## src/rtl/rop_color_write_pkg.sv

```systemverilog
// Shared ROP colour-write types: RGBA pixel, ROP DCR block, write-mask bit
// positions and the helper that maps a channel write mask onto byte enables.
package rop_color_write_pkg;

    localparam int ROP_WRITEMASK_R = 0;
    localparam int ROP_WRITEMASK_G = 1;
    localparam int ROP_WRITEMASK_B = 2;
    localparam int ROP_WRITEMASK_A = 3;
    localparam int ROP_PIXEL_BYTES = 4;

    // Field order makes the packed value {a,r,g,b}, matching the memory word layout
    typedef struct packed {
        logic [7:0] a;
        logic [7:0] r;
        logic [7:0] g;
        logic [7:0] b;
    } rgba_t;

    typedef struct packed {
        logic [31:0] cbuf_addr;
        logic [31:0] cbuf_pitch;
        logic [3:0]  cbuf_writemask;
    } rop_dcrs_t;

    // Byte 3 holds alpha, byte 2 red, byte 1 green, byte 0 blue
    function automatic logic [ROP_PIXEL_BYTES-1:0] ropByteen(input logic [3:0] wm);
        return {wm[ROP_WRITEMASK_A], wm[ROP_WRITEMASK_R],
                wm[ROP_WRITEMASK_G], wm[ROP_WRITEMASK_B]};
    endfunction

endpackage

```

## src/rtl/rop_color_write_wbuf2.sv

```systemverilog
// Two-entry FIFO. The head register only changes when a new head is needed,
// so the output holds its last value while empty and stays stable while stalled.
module rop_color_write_wbuf2 #(
    parameter int DATAW = 8
) (
    input  logic             i_clk,
    input  logic             i_reset,
    input  logic             i_push,
    input  logic             i_pop,
    input  logic [DATAW-1:0] i_data,
    output logic [DATAW-1:0] o_data,
    output logic [1:0]       o_count,
    output logic             o_full
);

    logic [DATAW-1:0] r_head;
    logic [DATAW-1:0] r_tail;
    logic [1:0]       r_count;
    logic             r_full;
    logic             w_doPush;
    logic             w_doPop;
    logic [1:0]       w_nextCount;

    assign w_doPush = i_push && !r_full;
    assign w_doPop  = i_pop && (r_count != 2'd0);

    // Occupancy after this cycle's push/pop
    always_comb begin
        w_nextCount = r_count;
        if (w_doPush && !w_doPop) begin
            w_nextCount = r_count + 2'd1;
        end else if (w_doPop && !w_doPush) begin
            w_nextCount = r_count - 2'd1;
        end
    end

    // Count and registered full flag
    always_ff @(posedge i_clk or posedge i_reset) begin
        if (i_reset) begin
            r_count <= 2'd0;
            r_full  <= 1'b0;
        end else begin
            r_count <= w_nextCount;
            r_full  <= (w_nextCount == 2'd2);
        end
    end

    // Entry storage: new data lands in the head when the head slot frees up, otherwise in the tail
    always_ff @(posedge i_clk or posedge i_reset) begin
        if (i_reset) begin
            r_head <= '0;
            r_tail <= '0;
        end else begin
            if (w_doPush && ((r_count == 2'd0) || ((r_count == 2'd1) && w_doPop))) begin
                r_head <= i_data;
            end else if (w_doPop && (r_count == 2'd2)) begin
                r_head <= r_tail;
            end
            if (w_doPush && (r_count == 2'd1) && !w_doPop) begin
                r_tail <= i_data;
            end
        end
    end

    assign o_data  = r_head;
    assign o_count = r_count;
    assign o_full  = r_full;

endmodule

```

## src/rtl/rop_color_write.sv

```systemverilog
// Final ROP colour stage: packs blended colours, applies the channel write
// mask, drops fully-masked inputs and queues masked write requests to memory.
module rop_color_write
    import rop_color_write_pkg::*;
#(
    parameter int NUM_LANES = 4,
    parameter int TAG_WIDTH = 1,
    parameter int ADDRW     = 32
) (
    input  logic                       i_clk,
    input  logic                       i_reset,
    input  rop_dcrs_t                  i_dcrs,
    input  logic                       i_valid_in,
    input  logic [TAG_WIDTH-1:0]       i_tag_in,
    output logic                       o_ready_in,
    input  logic [NUM_LANES-1:0]       i_mask_in,
    input  logic [NUM_LANES*ADDRW-1:0] i_addr_in,
    input  rgba_t [NUM_LANES-1:0]      i_color_in,
    output logic                       o_mem_req_valid,
    output logic                       o_mem_req_rw,
    output logic [NUM_LANES-1:0]       o_mem_req_mask,
    output logic [4*NUM_LANES-1:0]     o_mem_req_byteen,
    output logic [NUM_LANES*ADDRW-1:0] o_mem_req_addr,
    output logic [32*NUM_LANES-1:0]    o_mem_req_data,
    output logic [TAG_WIDTH-1:0]       o_mem_req_tag,
    input  logic                       i_mem_req_ready,
    output logic [31:0]                o_perf_pixels
);

    typedef struct packed {
        logic [TAG_WIDTH-1:0]       tag;
        logic [NUM_LANES-1:0]       mask;
        logic [4*NUM_LANES-1:0]     byteen;
        logic [NUM_LANES*ADDRW-1:0] addr;
        logic [32*NUM_LANES-1:0]    data;
    } wEntry_t;

    wEntry_t                    w_pushEntry;
    wEntry_t                    w_head;
    logic [4*NUM_LANES-1:0]     w_byteen;
    logic [NUM_LANES-1:0]       w_laneMask;
    logic [32*NUM_LANES-1:0]    w_data;
    logic [1:0]                 w_count;
    logic                       w_full;
    logic                       w_push;
    logic                       w_pop;
    logic [31:0]                w_headPixels;
    logic [31:0]                r_perfPixels;
    logic                       w_unusedDcrs;

    assign w_unusedDcrs = ^{i_dcrs.cbuf_addr, i_dcrs.cbuf_pitch};

    // Per-lane packing and byte enables; uncovered lanes get no byte enables
    always_comb begin
        w_byteen   = '0;
        w_laneMask = '0;
        w_data     = '0;
        for (int i = 0; i < NUM_LANES; i++) begin
            w_byteen[i*4 +: 4] = i_mask_in[i] ? ropByteen(i_dcrs.cbuf_writemask) : 4'b0000;
            w_laneMask[i]      = |w_byteen[i*4 +: 4];
            w_data[i*32 +: 32] = i_color_in[i];
        end
    end

    assign w_pushEntry = '{tag: i_tag_in, mask: w_laneMask, byteen: w_byteen,
                           addr: i_addr_in, data: w_data};

    // Inputs with nothing to write are consumed without occupying a buffer slot
    assign o_ready_in = !w_full;
    assign w_push     = i_valid_in && o_ready_in && (|w_laneMask);
    assign w_pop      = o_mem_req_valid && i_mem_req_ready;

    rop_color_write_wbuf2 #(
        .DATAW ($bits(wEntry_t))
    ) u_wbuf (
        .i_clk   (i_clk),
        .i_reset (i_reset),
        .i_push  (w_push),
        .i_pop   (w_pop),
        .i_data  (w_pushEntry),
        .o_data  (w_head),
        .o_count (w_count),
        .o_full  (w_full)
    );

    assign o_mem_req_valid  = (w_count != 2'd0);
    assign o_mem_req_rw     = 1'b1;
    assign o_mem_req_mask   = w_head.mask;
    assign o_mem_req_byteen = w_head.byteen;
    assign o_mem_req_addr   = w_head.addr;
    assign o_mem_req_data   = w_head.data;
    assign o_mem_req_tag    = w_head.tag;

    // Number of written pixels in the head request
    always_comb begin
        w_headPixels = '0;
        for (int i = 0; i < NUM_LANES; i++) begin
            w_headPixels = w_headPixels + {31'b0, w_head.mask[i]};
        end
    end

    // Pixel counter advances on each completed memory handshake
    always_ff @(posedge i_clk or posedge i_reset) begin
        if (i_reset) begin
            r_perfPixels <= '0;
        end else if (w_pop) begin
            r_perfPixels <= r_perfPixels + w_headPixels;
        end
    end

    assign o_perf_pixels = r_perfPixels;

endmodule

```

## config.mk

```make
export PLATFORM = sky130hd
export DESIGN_NAME = rop_color_write
export DESIGN_NICKNAME = d
export VERILOG_FILES = /design/src/rtl/rop_color_write_pkg.sv /design/src/rtl/rop_color_write_wbuf2.sv /design/src/rtl/rop_color_write.sv
export SDC_FILE = /design/constraint.sdc
export NUM_CORES = 1
export LEC_CHECK = 0
export ABC_AREA = 1
export BUFFER_PORTS_ARGS = -buffer_cell sky130_fd_sc_hd__buf_2
export CAP_MARGIN = 20
export CORE_AREA = 2 2 249 251
export CTS_CLUSTER_DIAMETER = 200
export CTS_CLUSTER_SIZE = 14
export DETAILED_ROUTE_END_ITERATION = 8
export DIE_AREA = 0 0 251 253
export GPL_ROUTABILITY_DRIVEN = 1
export PLACE_DENSITY = 0.75
export SKIP_CTS_REPAIR_TIMING = 1
export SYNTH_ARGS = -nofsm -noshare
export SYNTH_HDL_FRONTEND = slang
export SYNTH_SLANG_ARGS = --single-unit
export TNS_END_PERCENT = 1
```

## constraint.sdc

```tcl
create_clock -name i_clk -period 21.5 [get_ports i_clk]
set_clock_uncertainty 0.15 [all_clocks]
set_input_delay 3.225 -clock i_clk [delete_from_list [all_inputs] [get_ports i_clk]]
set_output_delay 3.225 -clock i_clk [all_outputs]
set_load 0.005 [all_outputs]
```

==> run metrics <==
clk sinks=589; Via density=5.322; Synth Area in Compound Gates=0.006943; top cell type's share of synthesized area=0.5842; internal power=2.471 mW; Sw Pwr=1.581 mW; Post-Route Setup TNS=0 ns; mux share of post-synthesis cell area=0; Final Hold Viols=0; post-detail-place hpwl=46.71 mm; GRT Residual Overflow=0; DR iter-0 viols=1975; CTS max path bufs=3; top cells by area, synth=dfrtp_1, nand2_1, nand3_1; Die Height=253 um; Fmax achieved=163.2 MHz; register share of total power=0.450; CP Class=input port to flip-flop; Clk Latency, worst-skew pair=0.59 ns; max incr delay on CP=0.84 ns; Rel. slew slack=0.2512; simple-gate share of the synthesized area=0.3501; sequential area share after synthesis=0.5842; clock transition at the registers of the reported paths=0.07 ns; pin count of the biggest net entering global routing=139; fin worst setup slack=15.37 ns; worst reg2reg endpoint=u_wbuf.r_tail[114]$_DFFE_PP0P_; core outline area=61030 sq um; Reg area=14740 sq um; EDFF count, synth=0; final setup violation count=0; clock share of power=0.197; status=completed; Worst setup endpoint=u_wbuf.o_data[162]$_DFFE_PP0P_; area taken by multi-input logic gates=9379 sq um; Mean Syn Cell Area=8.527 sq um; Synth Register Bits=589; Boundary Pins=645; CP arrival=6.48 ns; fillers=5782; Max H-tree Level=2; first-pass GRT wire length=119.2 mm; Pwr Density=136.5 nW/um^2; Syn Inst Count=2959; # DRC=0; TritonCTS clock tree=built; TritonCTS Buffers=48; via count=22410; Period Utilization, post-route=0.2850; HP Class=flip-flop to flip-flop; Worst EP required=21.86 ns; Async S/R FF share, synth=1.000; chip width=251 um; fraction of layout cells with a size suffix above 1=0.2006; final WL=75.93 mm; Total GRT Usage=0.2315; Routability Congestion=0.8574; count leader, synth=nand2_1; per-cell routed wire length=18.03 um; peak supply drop=0.09082 mV; Yosys warning count=0; post-layout min period=6.127 ns; Slew @ Worst Pin=1.123 ns; RSZ-0062 raised after global routing=no; Clock Root Buffer=clkbuf_16; Reg2Reg Setup Slack=17.45 ns; area of the die=63500 sq um; critical path's slowest cell=buf_4; crit path max fanout=106; startpoint types=input port; R2R depth=10; vias in the first global route=21190; Final Slew Violations=0; most used cell, CP=nand2_1; Starting Density=0.4134; Pleak=15.87 nW; Comb pwr share=0.353; port bufs=579; Synth-to-Final Area Change=17.69%; R2R Path Start=u_wbuf.o_count[0]$_DFF_PP0_; xor/xnor share of the synthesized area=0.009720; main combinational cell family by area after synthesis=simple AND/OR/NAND/NOR gates; Cell Chain, Critical Path=buf_2, o21ai_0, nand2_1, nor2_1, nand2_2, nand3_4, nand2_1, inv_8, buf_4, nand2_1, nand3_1; initial antenna violation count=23; Mapped Area=25230 sq um; sw frac=0.3903; CP Capture Type=flip-flop; min-delay src=u_wbuf.r_tail[100]$_DFFE_PP0P_; synthesized net count=3299; Synth Area in Adders=0.004364; dpl ws=14.71 ns; top_reg_cell synth=dfrtp_1; # Max-Cap Violations=0; NumNets Final=3743; Final ANT Viol Nets=0; Synth top cells by count=nand2_1, nand3_1, dfrtp_1, buf_2, clkbuf_1; WHS Path Cells=2; DR pass1 iterations=5; Netlist cell types=26; Crit. Startpoint=i_dcrs[0]; FP Rows=91; area leader, netlist=dfrtp_1
-- cell type report --
type,instances,area share
antenna,16,0.001348
clock buffer,50,0.04142
clock inverter,1,0.0005478
inverter,42,0.006573
multi-input combinational,2118,0.3159
sequential,589,0.4964
tap,790,0.03329
timing repair buffer,604,0.1046
-- worst min path at each step --
stage | to
floorplan | u_wbuf.r_tail[272]$_DFFE_PP0P_
global placement | u_wbuf.r_tail[130]$_DFFE_PP0P_
detailed placement | u_wbuf.r_tail[80]$_DFFE_PP0P_
CTS | u_wbuf.r_tail[80]$_DFFE_PP0P_
global route | u_wbuf.o_data[22]$_DFFE_PP0P_
finish | u_wbuf.r_tail[100]$_DFFE_PP0P_
-- critical path, delay by kind of cell --
kind	cells	cell delay [ns]
buffers and inverters	3	1.56
AO/OA/AOI/OAI	1	0.17
AND/OR/NAND/NOR	7	1.41
-- placed cells by master (no fill, tap or decap) --
master and instances:
inv_8 5, clkinv_8 1, ha_1 4, nand2_1 1162
nand3_4 2, xor2_1 17, nor2_1 29, nand4_1 8
nor2_2 1, diode_2 16, and3_1 1, fa_1 3
nand3_1 816, o21ai_0 21, clkbuf_16 49, buf_4 24
conb_1 1, inv_1 35, o211ai_1 2, dfrtp_1 589
nor3_1 11, buf_2 579, inv_2 2, clkbuf_1 1
or2_2 16, o21ai_1 10, o21ai_4 1, nor2_8 1
nand2_2 1, buf_16 1, xnor2_1 11
-- stage by stage --
stage	hold slack [ns]	util	total power, mW	cell area (sq um)	std cells
final	0.3213	0.4866	4.052	29690	4210
after global routing	0.3377	0.4865	4.345	29690	4208
after CTS	0.3249	0.4854	4.082	29630	4193
after detailed placement	0.3088	0.4650	3.272	28380	4142
after global placement	0.3035	0.4650	3.225	28380	4142
after floorplan	0.2922	-	2.695	25230	2959
-- state kept, by name, indices dropped and copies added (netlist names) --
name / count
u_wbuf.o_data: 277
u_wbuf.r_tail: 277
u_wbuf.o_count: 2
u_wbuf.o_full: 1
o_perf_pixels: 32
-- layer usage --
metal	global-route usage	vias up	wire (um)
li1	-	10510	-
met1	0.3120	10760	31120
met2	0.3585	928	35360
met3	0.04986	204	5821
met4	0.1070	12	3544
met5	0	-	79
-- cell families after synthesis --
family          after synthesis
other cells                   1
fa+ha+maj                     7
xor+xnor                     28
flops                       589
buf+inv                     252
compound gates               34
simple gates               2048
-- power by group through the flow --
stage / sequential, mW / clock (mW) / combinational (mW)
final: 1.82 / 0.799 / 1.43
after detailed placement: 1.83 / 0 / 1.44
after global placement: 1.82 / 0 / 1.41
after floorplan: 1.83 / 0 / 0.869
after CTS: 1.82 / 0.822 / 1.44
after global routing: 1.88 / 0.857 / 1.61
No activity file was read; power rests on OpenSTA's default activity.
